==> src/rtl/instruction_stream_generator_pkg.sv <==
// Shared types and constants for the BIST instruction stream generator.
// Holds the core feature-flag struct, generator classes, LFSR constants and RV32 opcodes.
package instruction_stream_generator_pkg;

    localparam int unsigned XLEN    = 32;
    localparam int unsigned COUNT_W = 16;

    typedef struct packed {
        logic INCLUDE_MUL;
        logic INCLUDE_DIV;
        logic INCLUDE_AMO;
        logic INCLUDE_CSRS;
    } cpu_config_t;

    localparam cpu_config_t EXAMPLE_CONFIG = '{
        INCLUDE_MUL:  1'b1,
        INCLUDE_DIV:  1'b1,
        INCLUDE_AMO:  1'b1,
        INCLUDE_CSRS: 1'b1
    };

    typedef enum logic [3:0] {
        GEN_OP0, GEN_OP1, GEN_OP2, GEN_OP3, GEN_OP4, GEN_OP5,
        GEN_OP_IMM0, GEN_OP_IMM1,
        GEN_LOAD, GEN_STORE, GEN_BRANCH,
        GEN_MUL, GEN_DIV, GEN_AMO, GEN_CSR, GEN_ILLEGAL
    } gen_class_t;

    localparam logic [XLEN-1:0] LFSR_TAPS    = 32'h8020_0003;
    localparam logic [XLEN-1:0] DEFAULT_SEED = 32'hACE1_2345;

    localparam logic [6:0] OPC_LOAD    = 7'b0000011;
    localparam logic [6:0] OPC_OP_IMM  = 7'b0010011;
    localparam logic [6:0] OPC_STORE   = 7'b0100011;
    localparam logic [6:0] OPC_AMO     = 7'b0101111;
    localparam logic [6:0] OPC_OP      = 7'b0110011;
    localparam logic [6:0] OPC_BRANCH  = 7'b1100011;
    localparam logic [6:0] OPC_SYSTEM  = 7'b1110011;
    localparam logic [6:0] OPC_ILLEGAL = 7'b1111111;

    localparam logic [6:0]  FUNCT7_ALT    = 7'b0100000;
    localparam logic [6:0]  FUNCT7_MULDIV = 7'b0000001;
    localparam logic [11:0] CSR_CYCLE     = 12'hC00;

    // Right-shifting Galois step
    function automatic logic [XLEN-1:0] lfsr_step(input logic [XLEN-1:0] s);
        return (s >> 1) ^ (s[0] ? LFSR_TAPS : '0);
    endfunction

endpackage

==> src/rtl/instruction_field_encoder.sv <==
// Builds one RV32 instruction word from an LFSR state, honouring the core feature flags.
// Purely combinational; classes the configuration lacks fall back to a plain OP encoding.
module instruction_field_encoder
    import instruction_stream_generator_pkg::*;
#(
    parameter cpu_config_t CONFIG         = EXAMPLE_CONFIG,
    parameter logic        ILLEGAL_ENABLE = 1'b1
) (
    input  logic [31:0] r,
    output logic [31:0] instruction,
    output logic        expected_illegal
);

    gen_class_t cls_raw;
    gen_class_t cls;
    logic [6:0] upper;
    logic [4:0] rs2_f;
    logic [4:0] rs1_f;
    logic [2:0] f3;
    logic [4:0] rd_f;
    logic [6:0] opcode;

    // r[6:4] never reach the word
    logic unused_bits;
    assign unused_bits = ^r[6:4];

    always_comb begin
        cls_raw = gen_class_t'(r[3:0]);
        cls     = cls_raw;
        case (cls_raw)
            GEN_MUL:     if (!CONFIG.INCLUDE_MUL)  cls = GEN_OP0;
            GEN_DIV:     if (!CONFIG.INCLUDE_DIV)  cls = GEN_OP0;
            GEN_AMO:     if (!CONFIG.INCLUDE_AMO)  cls = GEN_OP0;
            GEN_CSR:     if (!CONFIG.INCLUDE_CSRS) cls = GEN_OP0;
            GEN_ILLEGAL: if (!ILLEGAL_ENABLE)      cls = GEN_OP0;
            default:     cls = cls_raw;
        endcase
    end

    always_comb begin
        upper            = r[31:25];
        rs2_f            = r[24:20];
        rs1_f            = r[19:15];
        f3               = r[14:12];
        rd_f             = r[11:7];
        opcode           = OPC_OP;
        expected_illegal = 1'b0;
        case (cls)
            GEN_OP0, GEN_OP1, GEN_OP2, GEN_OP3, GEN_OP4, GEN_OP5: begin
                // SUB/SRA only exist for funct3 000/101
                upper = (r[30] && (f3 == 3'b000 || f3 == 3'b101)) ? FUNCT7_ALT : 7'b0;
            end
            GEN_OP_IMM0, GEN_OP_IMM1: begin
                opcode = OPC_OP_IMM;
                if (f3 == 3'b001)      upper = 7'b0;
                else if (f3 == 3'b101) upper = {1'b0, r[30], 5'b0};
            end
            GEN_LOAD: begin
                opcode = OPC_LOAD;
                if (f3 == 3'b011 || f3[2:1] == 2'b11) f3 = 3'b010;
            end
            GEN_STORE: begin
                opcode = OPC_STORE;
                if (r[14] || (&r[13:12])) f3 = 3'b010;
            end
            GEN_BRANCH: begin
                opcode = OPC_BRANCH;
                if (f3[2:1] == 2'b01) f3 = 3'b000;
            end
            GEN_MUL: begin
                upper = FUNCT7_MULDIV;
                f3    = {1'b0, r[13:12]};
            end
            GEN_DIV: begin
                upper = FUNCT7_MULDIV;
                f3    = {1'b1, r[13:12]};
            end
            GEN_AMO: begin
                // AMOADD.W, aq/rl left random
                opcode = OPC_AMO;
                upper  = {5'b00000, r[26:25]};
                f3     = 3'b010;
            end
            GEN_CSR: begin
                opcode = OPC_SYSTEM;
                upper  = CSR_CYCLE[11:5];
                rs2_f  = CSR_CYCLE[4:0];
                rs1_f  = 5'b0;
                f3     = 3'b010;
            end
            GEN_ILLEGAL: begin
                opcode           = OPC_ILLEGAL;
                expected_illegal = 1'b1;
            end
            default: opcode = OPC_OP;
        endcase
        instruction = {upper, rs2_f, rs1_f, f3, rd_f, opcode};
    end

endmodule

==> src/rtl/instruction_stream_generator.sv <==
// BIST source streaming pseudo-random RV32 words over valid/ready, each tagged legal or illegal.
// Holds the run FSM, the LFSR, the remaining-word counter and the registered outputs.
module instruction_stream_generator
    import instruction_stream_generator_pkg::*;
#(
    parameter cpu_config_t CONFIG         = EXAMPLE_CONFIG,
    parameter logic [31:0] SEED           = DEFAULT_SEED,
    parameter logic        ILLEGAL_ENABLE = 1'b1
) (
    input  logic        clk,
    input  logic        rst,
    input  logic        start,
    input  logic [15:0] count,
    output logic        inst_valid,
    input  logic        inst_ready,
    output logic [31:0] instruction,
    output logic        expected_illegal,
    output logic        busy,
    output logic        done
);

    localparam logic [1:0] IDLE = 2'd0;
    localparam logic [1:0] RUN  = 2'd1;
    localparam logic [1:0] DONE = 2'd2;

    logic [1:0]         state;
    logic [1:0]         state_next;
    logic [XLEN-1:0]    lfsr;
    logic [XLEN-1:0]    lfsr_next;
    logic [COUNT_W-1:0] remaining;
    logic [COUNT_W-1:0] remaining_next;
    logic               valid_next;
    logic [31:0]        instruction_next;
    logic               illegal_next;
    logic               busy_next;
    logic               done_next;
    logic [31:0]        enc_instruction;
    logic               enc_illegal;

    instruction_field_encoder #(
        .CONFIG         (CONFIG),
        .ILLEGAL_ENABLE (ILLEGAL_ENABLE)
    ) u_encoder (
        .r                (lfsr),
        .instruction      (enc_instruction),
        .expected_illegal (enc_illegal)
    );

    always_ff @(posedge clk or posedge rst) begin
        if (rst) begin
            state            <= IDLE;
            lfsr             <= SEED;
            remaining        <= '0;
            inst_valid       <= 1'b0;
            instruction      <= '0;
            expected_illegal <= 1'b0;
            busy             <= 1'b0;
            done             <= 1'b0;
        end else begin
            state            <= state_next;
            lfsr             <= lfsr_next;
            remaining        <= remaining_next;
            inst_valid       <= valid_next;
            instruction      <= instruction_next;
            expected_illegal <= illegal_next;
            busy             <= busy_next;
            done             <= done_next;
        end
    end

    // Every loaded word consumes exactly one LFSR step
    always_comb begin
        state_next       = state;
        lfsr_next        = lfsr;
        remaining_next   = remaining;
        valid_next       = inst_valid;
        instruction_next = instruction;
        illegal_next     = expected_illegal;
        busy_next        = busy;
        done_next        = done;
        case (state)
            IDLE, DONE: begin
                if (start) begin
                    if (count != '0) begin
                        state_next       = RUN;
                        remaining_next   = count;
                        instruction_next = enc_instruction;
                        illegal_next     = enc_illegal;
                        lfsr_next        = lfsr_step(lfsr);
                        valid_next       = 1'b1;
                        busy_next        = 1'b1;
                        done_next        = 1'b0;
                    end else begin
                        state_next = DONE;
                        done_next  = 1'b1;
                    end
                end
            end
            RUN: begin
                if (inst_valid && inst_ready) begin
                    if (remaining == COUNT_W'(1)) begin
                        state_next     = DONE;
                        remaining_next = '0;
                        valid_next     = 1'b0;
                        busy_next      = 1'b0;
                        done_next      = 1'b1;
                    end else begin
                        remaining_next   = remaining - COUNT_W'(1);
                        instruction_next = enc_instruction;
                        illegal_next     = enc_illegal;
                        lfsr_next        = lfsr_step(lfsr);
                    end
                end
            end
            default: state_next = IDLE;
        endcase
    end

endmodule

==> config.mk <==
export PLATFORM = sky130hd
export DESIGN_NAME = instruction_stream_generator
export DESIGN_NICKNAME = d
export VERILOG_FILES = /design/src/rtl/instruction_stream_generator_pkg.sv /design/src/rtl/instruction_field_encoder.sv /design/src/rtl/instruction_stream_generator.sv
export SDC_FILE = /design/constraint.sdc
export NUM_CORES = 1
export LEC_CHECK = 0
export CELL_PAD_IN_SITES_DETAIL_PLACEMENT = 1
export CELL_PAD_IN_SITES_GLOBAL_PLACEMENT = 2
export CORE_UTILIZATION = 35
export DETAILED_ROUTE_END_ITERATION = 16
export PLACE_DENSITY = 0.81
export SYNTH_ARGS = -nofsm -noshare
export SYNTH_HDL_FRONTEND = slang
export SYNTH_SLANG_ARGS = --single-unit
==> constraint.sdc <==
create_clock -name clk -period 2.6 [get_ports clk]
set_input_delay 0.26 -clock clk [delete_from_list [all_inputs] [get_ports clk]]
set_output_delay 0.26 -clock clk [all_outputs]
set_load 0.02 [all_outputs]
* Word level (Yosys, flattened, before mapping)
Cells that the tools add are included.
** Storage, ports and cells
- Output and inout bits :: 36
- Register bits after elaboration :: 85
- Logic and storage cells :: 106
- Input port bits :: 20
** Cells by class
- Bitwise gates (word level) :: 1
- Multiplexer cells :: 48
- Equality and inequality tests :: 28
- Reduce and logical (&&, ||, !) cells :: 21
- Add/sub/neg operators :: 1
** Operators by type and width (count)
- 2-to-1 mux 32 bit :: 9
- one-hot mux 32 bit (2 select lines) :: 2
- 2-to-1 mux 16 bit :: 4
- one-hot mux 7 bit (7 select lines) :: 1
- one-hot mux 7 bit (5 select lines) :: 1
- == test 4 bit (second input constant) :: 8
- one-hot mux 16 bit (2 select lines) :: 1
- bitwise XOR 31 x 32 -> 32 bit :: 1
- one-hot mux 3 bit (6 select lines) :: 1
- == test 16 x 1 -> 1 bit (second input constant) :: 1
- == test 4 x 3 -> 1 bit (second input constant) :: 4
- nonzero test 16 bit :: 1
- subtractor 16 x 1 -> 16 bit (second input constant) :: 1
- 2-to-1 mux 7 bit :: 2
- 2-to-1 mux 1 bit :: 13
- 2-to-1 mux 5 bit :: 2
- inequality test 2 bit (second input constant) :: 5
- AND reduction 5 bit :: 2
- 2-to-1 mux 3 bit :: 3
- == test 4 x 2 -> 1 bit (second input constant) :: 2
- 2-to-1 mux 2 bit :: 4
- AND reduction 4 bit :: 2
- OR reduction 2 bit :: 4
- 2-to-1 mux 6 bit :: 1
- other kinds (17) :: 24

* Logic depth before layout (Yosys ltp)
Gate-level depths: netlist of run 1.
- Depth after elaboration :: 8
- Depth in mapped cells :: 9

* Modules after synthesis
From an unflattened synthesis of run 1, not the netlist that was laid out.
** Second synthesis, totals
- Cell total of the unflattened synthesis :: 371
- Area total of the unflattened synthesis :: 4406.7 um2
** By module, submodules not included
- instruction_stream_generator :: area each 3892.5 um2, cells an instance 289, times used 1
- instruction_field_encoder :: area each 514.2 um2, cells an instance 82, times used 1

* Least setup slack after synthesis of run 1
Ideal clock, no wire load.
- Path kind :: register to register
- Start :: register lfsr[0]
- End :: register instruction[27]
- Slack :: 0.430 ns
- Cell stages (with the launch flop) :: 9
- Arrival :: 2.104 ns
- Library setup time :: 0.066 ns
- Cell sequence :: dfstp_2 -> inv_1 -> ha_1 -> clkbuf_1 -> or4_1 -> o31ai_1 -> nand2b_1 -> nor2b_1 -> a22o_1
** Between the ends
- Cells in the longest elaborated chain, start to end :: 6
- Elaborated cells on any way between the ends :: 21
** Ends and longest elaborated chain
- start, declared :: line instruction_stream_generator.sv:28 : logic [XLEN-1:0] lfsr;
- start signal, assigned :: line instruction_stream_generator.sv:61 : lfsr <= lfsr_next;
- == test 4 x 1 -> 1 bit (tied with other cells) :: line instruction_field_encoder.sv:48 : case (cls)
- OR reduction 6 bit (tied with other cells) :: line instruction_field_encoder.sv:48
- one-hot mux 7 bit (5 select lines) (*) :: line instruction_field_encoder.sv:48
- 2-to-1 mux 32 bit (on tied branches) :: line instruction_stream_generator.sv:101, instruction_stream_generator.sv:84
- 2-to-1 mux 32 bit (on tied branches) :: line instruction_stream_generator.sv:100, instruction_stream_generator.sv:83
- one-hot mux 32 bit (2 select lines) (*) :: line instruction_stream_generator.sv:81 : case (state)
- end signal, assigned :: line instruction_stream_generator.sv:64 : instruction <= instruction_next;
- end, declared :: line instruction_stream_generator.sv:16 : output logic [31:0] instruction,
Every way passes the cells marked *; elsewhere a longest branch is shown, timed or not. The select of a mux whose other input is x is not followed.
A chain may end at the register's enable or synchronous reset.

* Worst setup path in the final report of run 1
Ends and elaborated chain as after synthesis.

==> results, run 1 <==
- The flow ran to the end, and the final reports show no timing, DRC or antenna violations.
- The relative slew slack is 57.2%.
- The post-route total power is 5320 uW.
- Detailed routing inserted a total of 3182 vias.
- Of all nets on the critical path, the largest fanout is 5.
- For this block, the routed nets add up to 10500 um of wire.
- The upper clock frequency limit is 429 MHz.
- The most common cell after layout, fill and taps aside is dfrtp_1.
- The number of max-slew violations in the final report is 0.
- In this run, distinct cell masters in the synthesized netlist total 56.
- The proportion of synthesized chip area in sequential cells is 51.2%.
- Clock-pin slew was measured on the worst setup and hold paths at 60 ps.
- The clock passes through at most 2 buffers.
- The endpoint identified for the worst register-to-register timing path is instruction[27].
- The detailed router finished its first iteration with 124 violations.
- In the final routed layout, each cell accounts on average for 17.9 um.
- The net count of the finished layout is 465.
- Once the clock tree was built, the setup fixing pass inserted 0 buffers.
- The effective utilization at floorplan is 36.4%.
- Once detail routing completed, the nets flagged for antenna violations numbered 0.
- The clock drives 81 sinks.
- The flip-flop and latch count after synthesis is 81.
- Setup repair after global routing left no endpoint under its margin.
- The latest clock arrival within the worst-skew pair is 350 ps.
- The number of antenna diodes in the final layout is 0.
- For the pin with the worst max-slew slack, the measured transition is 639 ps.
- The number of I/O port buffers is 55.
- The share of final-layout standard cells stronger than drive strength 1 is 18.0%.
- The number of hold-repair buffers added at the cts stage is 0.
- The worst slack at placement is 35.1 ps.
- Synthesis produced a netlist whose cell count is 382.
- The row count is 38.
- The number of antenna violations at the first check in global routing is 0.
- The die is 109 um tall.
- The worst register-to-register path begins at lfsr[0].
- The H-tree was split into 3 levels.
- The final-layout setup total negative slack is 0 ps.
- The relative area change from synthesis to final layout is 26.9%.
- The pre-antenna-repair detailed-routing pass consisted of 4 iterations.
- The net count of the mapped netlist is 408.
- Cells fill 46.1% of the core in the end.
- The Yosys step of the flow raised 0 warnings.
- The HPWL after detailed placement is 7520 um.
- The clock tree from TritonCTS is built.
- The type of the worst setup path is reg2reg.
- The wire length of the first global-routing pass is 17500 um.
- The average instance in the mapped netlist occupies 10.5 um^2.
- The number of maximum-capacitance constraint violations is 0.
- The all-layer global routing usage is 19.5%.
- The post-synthesis cell area is 0.00399 mm^2.
- The total of endpoints with negative setup slack in the final report is 0.
- The final setup slack of the worst path is 271 ps.
- The kind of path behind the tightest hold check is in2async.
- In the layout the commonest cells are dfrtp_1 (67), clkdlybuf4s50_1 (55), nand2_1 (43), o21ai_0 (35), mux2_2 (20).
- The prevailing post-synth register cell is dfrtp_1.
- After detailed routing, the number of remaining DRC violations is 0.
- Summing all flip-flop and latch instances after layout gives 0.00204 mm^2.
- The final global-route overflow total is 0.
- The floorplan step defined a die boundary enclosing 0.0118 mm^2.
- Across the VDD grid, the largest voltage drop is 0.424 mV.
- The number of gates resized after CTS was 0.
- During I/O placement, the number of pins put on the boundary was 56.
- STA puts the critical path data arrival time at 2610 ps.
- The pin count of the biggest net entering global routing is 37.
- Across all register-to-register paths, the minimum setup slack is 270 ps.
- The area used by multi-input combinational logic is 0.00173 mm^2.
- Power spread over the standard cell area amounts to 1050 mW/mm^2.
- The clock arrives with 9.90 ps of skew.
- The floorplan step defined a core boundary enclosing 0.0110 mm^2.
- The chip width is 109 um.
- The critical path startpoint category is a flop.
- STA classifies the critical path endpoint as a flop.
- The synthesized design contains 0 enable-type register cells.
- In the finished design, the share of the clock period the worst path needs comes to 89.6%.
- After layout, the minimum clock period comes to 2330 ps.
- The length in cells of the worst reg-to-reg path is 7.
- In the synthesized netlist the async set-or-reset flop fraction comes to 100%.
- The required time of the critical path is 2880 ps.
- The clock root buffer is clkbuf_16.
- Fill cells in the final layout number 1174.
- The via count of the first global-routing pass is 3413.
- Dividing the detail-routed via count by the number of cells gives 5.45.
- The final number of hold-violating endpoints is 0.
- The clock buffer count from CTS is 9.
- The total leakage power is 0.00214 uW.
- Routability-driven placement finished with a final weighted congestion of 0.894.
[critical path: stages, from the launching register on]
cell,delay (ps)
dfstp_2,590
inv_1,110
ha_1,220
or4_1,570
o31ai_1,90
nand2b_1,230
nor2b_1,280
a22o_1,180
[per-stage QoR]
stage | area (um^2) | hold WS (ps) | instances
detailed placement | 4740 | 456 | 568
floorplan | 3990 | 383 | 382
global placement | 4740 | 447 | 568
finish | 5070 | 223 | 584
global route | 5070 | 257 | 584
CTS | 5070 | 230 | 584
[sequential cells by signal (all words and copies together) (netlist names)]
register and cells:
instruction 30, lfsr 30, remaining 16, busy 1
done 1, state 2, expected_illegal 1
[cell type report]
cell class	count	share of cell area (%)
Clock buffer	11	4.79
Clock inverter	5	1.70
Inverter	16	1.21
Multi-Input combinational cell	258	34.2
Sequential cell	81	40.3
Tap cell	140	3.46
Timing Repair Buffer	73	14.3
[Yosys cell counts (3+ instances only)]
| library cell | number | share of area, % |
|---|---|---|
| a211oi_1 | 6 | 1.1 |
| a21oi_1 | 13 | 1.6 |
| a22o_1 | 13 | 2.9 |
| a22oi_1 | 5 | 0.94 |
| a2bb2oi_1 | 5 | 1.1 |
| a31oi_1 | 3 | 0.47 |
| a32oi_1 | 7 | 1.5 |
| buf_2 | 4 | 0.50 |
| buf_4 | 11 | 2.1 |
| clkbuf_1 | 11 | 1.0 |
| dfrtp_1 | 67 | 42 |
| dfstp_2 | 14 | 9.2 |
| ha_1 | 6 | 1.9 |
| inv_1 | 15 | 1.4 |
| mux2_1 | 3 | 0.85 |
| mux2_2 | 20 | 5.6 |
| nand2_1 | 43 | 4.0 |
| nand2b_1 | 3 | 0.47 |
| nor2_1 | 17 | 1.6 |
| nor2b_1 | 6 | 0.94 |
| nor3_1 | 11 | 1.4 |
| nor4_1 | 3 | 0.47 |
| nor4_2 | 5 | 1.6 |
| o211ai_1 | 3 | 0.56 |
| o21ai_0 | 35 | 4.4 |
| o21ai_1 | 9 | 1.1 |
| o22ai_1 | 5 | 0.78 |
| or4_1 | 4 | 0.75 |
[how the worst max path moves through the flow]
stage / start / endpoint / slack [ps]
finish: lfsr[0] / instruction[27] / 270
global route: lfsr[0] / instruction[28] / 100
CTS: lfsr[0] / instruction[27] / 290
detailed placement: count[3] / lfsr[3] / 40
global placement: count[6] / lfsr[5] / 110
floorplan: rst / busy / 280
[power by group]
part	total (uW)	switching, uW	internal (uW)
registers	2170	424	1750
clock network	1420	542	877
logic	1740	889	847
[cell families after synthesis]
kind of cell / after synthesis / synth area share [%]
multiplexers: 25 / 6.99
AND/OR/NAND/NOR: 107 / 14.5
flip-flops: 81 / 51.2
XOR/XNOR: 2 / 0.439
AO/OA/AOI/OAI: 118 / 19.6
adder cells (fa/ha/maj): 6 / 1.88
buffers and inverters: 43 / 5.39
[layer usage]
layer | track usage [%] | wire length, um | vias up
met1 | 24.2 | 4710 | 1588
li1 | - | - | 1516
met3 | 4.30 | 386 | 12
met2 | 33.3 | 5240 | 66
met5 | 0 | 0 | -
met4 | 6.95 | 127 | 0
(Power assumes the default switching activity.)
==> inputs of run 2 (changes only) <==
--- a/config.mk
+++ b/config.mk
@@ -7,9 +7,9 @@
 export LEC_CHECK = 0
 export CELL_PAD_IN_SITES_DETAIL_PLACEMENT = 1
 export CELL_PAD_IN_SITES_GLOBAL_PLACEMENT = 2
-export CORE_UTILIZATION = 35
+export CORE_UTILIZATION = 38
 export DETAILED_ROUTE_END_ITERATION = 16
-export PLACE_DENSITY = 0.81
+export PLACE_DENSITY = 0.87
 export SYNTH_ARGS = -nofsm -noshare
 export SYNTH_HDL_FRONTEND = slang
 export SYNTH_SLANG_ARGS = --single-unit
==> constraint.sdc (replaced) <==
create_clock -name clk -period 2.78 [get_ports clk]
set_input_delay 0.278 -clock clk [delete_from_list [all_inputs] [get_ports clk]]
set_output_delay 0.278 -clock clk [all_outputs]
set_load 0.02 [all_outputs]
==> run 2 against run 1 <==
Compared with the run above: clock skew is 4.5 ps higher; combinational power is 9% lower; final area is 4.0% lower; sequential power is 6% lower; non-clock buffer count is 4 lower; cell count is 1.4% lower; critical path depth is 1 lower; sequential share of layout area is 1.7 points higher; via count is 0.16% higher; critical endpoint is now instruction[31].
==> results, run 2 (synthesis gave the netlist of run 1 again) <==
- The critical path goes through clkdlybuf4s50_1 > nor4_2 > a41oi_1 > a22oi_2 > a31oi_1 > a2bb2oi_1.
- The total routed wire length on the met1 layer is 4690 um (-0.32%).
- The area used by sequential logic in the layout is 0.00204 mm^2 (unchanged).
- The number of hold-repair buffers added at the cts stage is 0 (unchanged).
- After detailed routing, no signal wire sits above met4.
- The area of all placed cells without fillers is 0.00486 mm^2 (-4.0%).
- The average detailed-routed wire length per instance is 17.4 um (-3.1%).
- The wire length of the first global-routing pass was 17200 um (-1.8%).
- The final setup slack of the worst path came to 376 ps (+105 ps).
- The most common cell after layout, fill and taps aside is dfrtp_1.
- The share of final-layout standard cells stronger than drive strength 1 is 17.5% (-0.52 points).
- The overall die height was 105 um (-4.0%).
- The top cell types in the final layout, fill and taps aside, are dfrtp_1 (67), clkdlybuf4s50_1 (55), nand2_1 (43), o21ai_0 (35), mux2_2 (20).
- The flop-to-flop setup slack is 380 ps (+100 ps).
- The placeable core area was 0.0103 mm^2 (-6.4%).
- The flow ran to the end, and the final reports show no timing, DRC or antenna violations.
- The worst register-to-register path ends at instruction[29].
- The post-CTS clock slew at the launch and capture registers of the worst setup and hold paths is 90 ps (+30 ps).
- The total leakage power is 0.00203 uW (-4.9%).
- The actual transition at the worst max-transition pin came to 1210 ps (+569 ps).
- The worst slack at placement is -16.3 ps (-51.4 ps).
- The number of nets still failing antenna checks after routing is 0 (unchanged).
- The row count was 37 (-2.6%).
- The source of the critical timing path is count[14].
- The final number of hold-violating endpoints is 0 (unchanged).
- The relative slew slack was 19.1% (-38 points).
- The highest net fanout along the worst path is 13 (+8).
- The power density over cell area was 912 mW/mm^2 (-13%).
- The final weighted congestion in routability-driven placement is 0.848 (-5.1%).
- The number of buffer and inverter instances along the worst setup path is 1 (unchanged).
- The routed design could run at a clock period as short as 2400 ps.
- The initial detailed-routing violation count is 123 (-0.81%).
- The clock buffer count from CTS came to 9 (unchanged).
- The slowest stage of the critical path is the a31oi_1 cell.
- The overall routed net length came to 10000 um (-4.5%).
- The all-layer global routing usage was 20.0% (+0.45 points).
- The amount of wire on met3 after detailed routing is 281 um (-27%).
- From synthesis to final layout, the design area changed by 21.7%.
- The clock tree from TritonCTS is built.
- STA classifies the critical path startpoint as an input pin.
- The pin count of the biggest net entering global routing is 44 (+19%).
- The area of placed instances is 0.00468 mm^2 (-1.3%).
- The via count of the first global-routing pass is 3265 (-4.3%).
- The number of inserted diodes was 0 (unchanged).
- The number of antenna violations at the first check in global routing is 0 (unchanged).
- The total of endpoints with negative setup slack in the final report was 0 (unchanged).
- The largest voltage drop on the vdd net came to 0.365 mV (-14%).
- The largest registers in the layout are instruction: 30 flops, lfsr: 30 flops, remaining: 16 flops.
- The number of DRC violations after detailed routing is 0 (unchanged).
- The critical path's top delay family is compound AO/OA/AOI/OAI gates.
- The final-layout setup total negative slack was 0 ps (unchanged).
- The startpoint identified for the worst register-to-register timing path is lfsr[0].
- Based on the critical path, the design can be clocked at up to 416 MHz.
- The length in cells of the worst reg-to-reg path is 7 (unchanged).
- The via density per instance is 5.53 (+1.5%).
- The post-CTS setup buffer count is 0 (unchanged).
- The I/O pin count is 56 (unchanged).
- The critical path is of the in2reg type.
- The number of I/O port buffers is 55 (unchanged).
- The number of detailed-routing iterations run before antenna repair was 4 (unchanged).
- The net count of the finished layout is 461 (-0.86%).
- The count of H-tree levels built during CTS came to 3 (unchanged).
- The latest clock arrival within the worst-skew pair is 370 ps (+20 ps).
- The kind of path behind the tightest hold check is in2async.
- The HPWL reported at the end of detailed placement is 7280 um (-3.1%).
- The biggest cell delay along the critical path is 900 ps (+310 ps).
- The number of filler instances in the final layout is 1166 (-0.68%).
- In this run the worst setup path terminates at instruction[31].
- The area used by multi-input combinational logic was 0.00173 mm^2 (unchanged).
- The final global-route overflow total is 0 (unchanged).
- The final setup skew came to 14.4 ps (+4.47 ps).
- The number of gates resized after cts is 0 (unchanged).
- CTS placed an instance of clkbuf_8 at the clock tree root.
- The amount of wire on met2 after detailed routing is 4830 um (-7.8%).
- The die outline area is 0.0109 mm^2 (-7.7%).
- The number of maximum-capacitance constraint violations is 0 (unchanged).
- The effective utilization at floorplan is 38.9% (+2.5 points).
- The period utilization is 86.5%.
- The number of max-slew violations in the final report was 0 (unchanged).
- The via count is 3187 (+0.16%).
- Setup repair after global routing left no endpoint under its margin.
- STA classifies the critical path endpoint as a flop.
- The clock tree buffer depth is 2 (unchanged).
- The path length in cells of the critical path is 6 (-1).
- The data arrival at the endpoint of the critical path is 2610 ps (about the same).
- The required time of the critical path is 2980 ps (+100 ps).
- The chip width came to 105 um (-4.0%).
- The sink count of the clock tree is 81 (unchanged).
## run 2: changes by cell type in the layout (fill, tap and decap cells not counted), sizes merged
cell	change
inv	+2
clkbuf	-2
clkinv	-1
clkinvlp	+3
bufinv	-2
buf	-4
## run 2: power breakdown
part           switching (uW)  internal [uW]
clock                     479            339
sequential                401           1630
combinational             811            773
total                    1690           2740
## run 2: worst reg2reg max path: cells and delay by family, from the launching register on
kind / cells / cell delay (ps)
and+or+nand+nor: 3 / 1070
DFF: 1 / 600
adders and majority gates: 1 / 340
buffers and inverters: 1 / 110
AOI/OAI and AO/OA: 2 / 240
## run 2: cell type report
type	instances	share of cell area, %
tap	136	3.50
clock inverter	7	1.24
inverter	16	1.26
sequential	81	42.0
clock buffer	9	2.55
timing repair buffer	69	13.7
multi-input combinational	258	35.7
## run 2: metal layers
metal,GRT usage [%],vias up
li1,-,1505
met1,26.6,1604
met2,32.3,63
met3,3.26,15
met4,8.16,0
met5,0,-
## run 2: how the worst min path moves through the flow
stage | start | end | slack [ps] | cells past startpoint
after CTS | rst | lfsr[14] | 370 | 2
after global routing | rst | lfsr[14] | 390 | 2
final | rst | lfsr[14] | 350 | 2
after global placement | lfsr[6] | lfsr[6] | 450 | 2
after detailed placement | lfsr[6] | lfsr[6] | 450 | 2
after floorplan | count[4] | remaining[4] | 400 | 2
## run 2: per-stage QoR
| stage | hold WS (ps) | power (uW) | utilization (%) | std cells |
|---|---|---|---|---|
| after floorplan | 401 | 2990 | - | 382 |
| after global placement | 448 | 3570 | 45.5 | 560 |
| after detailed placement | 447 | 3650 | 45.5 | 560 |
| after CTS | 373 | 4480 | 47.3 | 576 |
| after global routing | 387 | 4740 | 47.3 | 576 |
| final | 348 | 4430 | 47.3 | 576 |
==> inputs of run 3 (changes only) <==
--- a/config.mk
+++ b/config.mk
@@ -9,6 +9,7 @@
 export CELL_PAD_IN_SITES_GLOBAL_PLACEMENT = 2
 export CORE_UTILIZATION = 38
 export DETAILED_ROUTE_END_ITERATION = 16
+export GPL_ROUTABILITY_DRIVEN = 0
 export PLACE_DENSITY = 0.87
 export SYNTH_ARGS = -nofsm -noshare
 export SYNTH_HDL_FRONTEND = slang
==> results of run 3 <==
The final DEF is identical to that of run 2; final timing and power are the same.
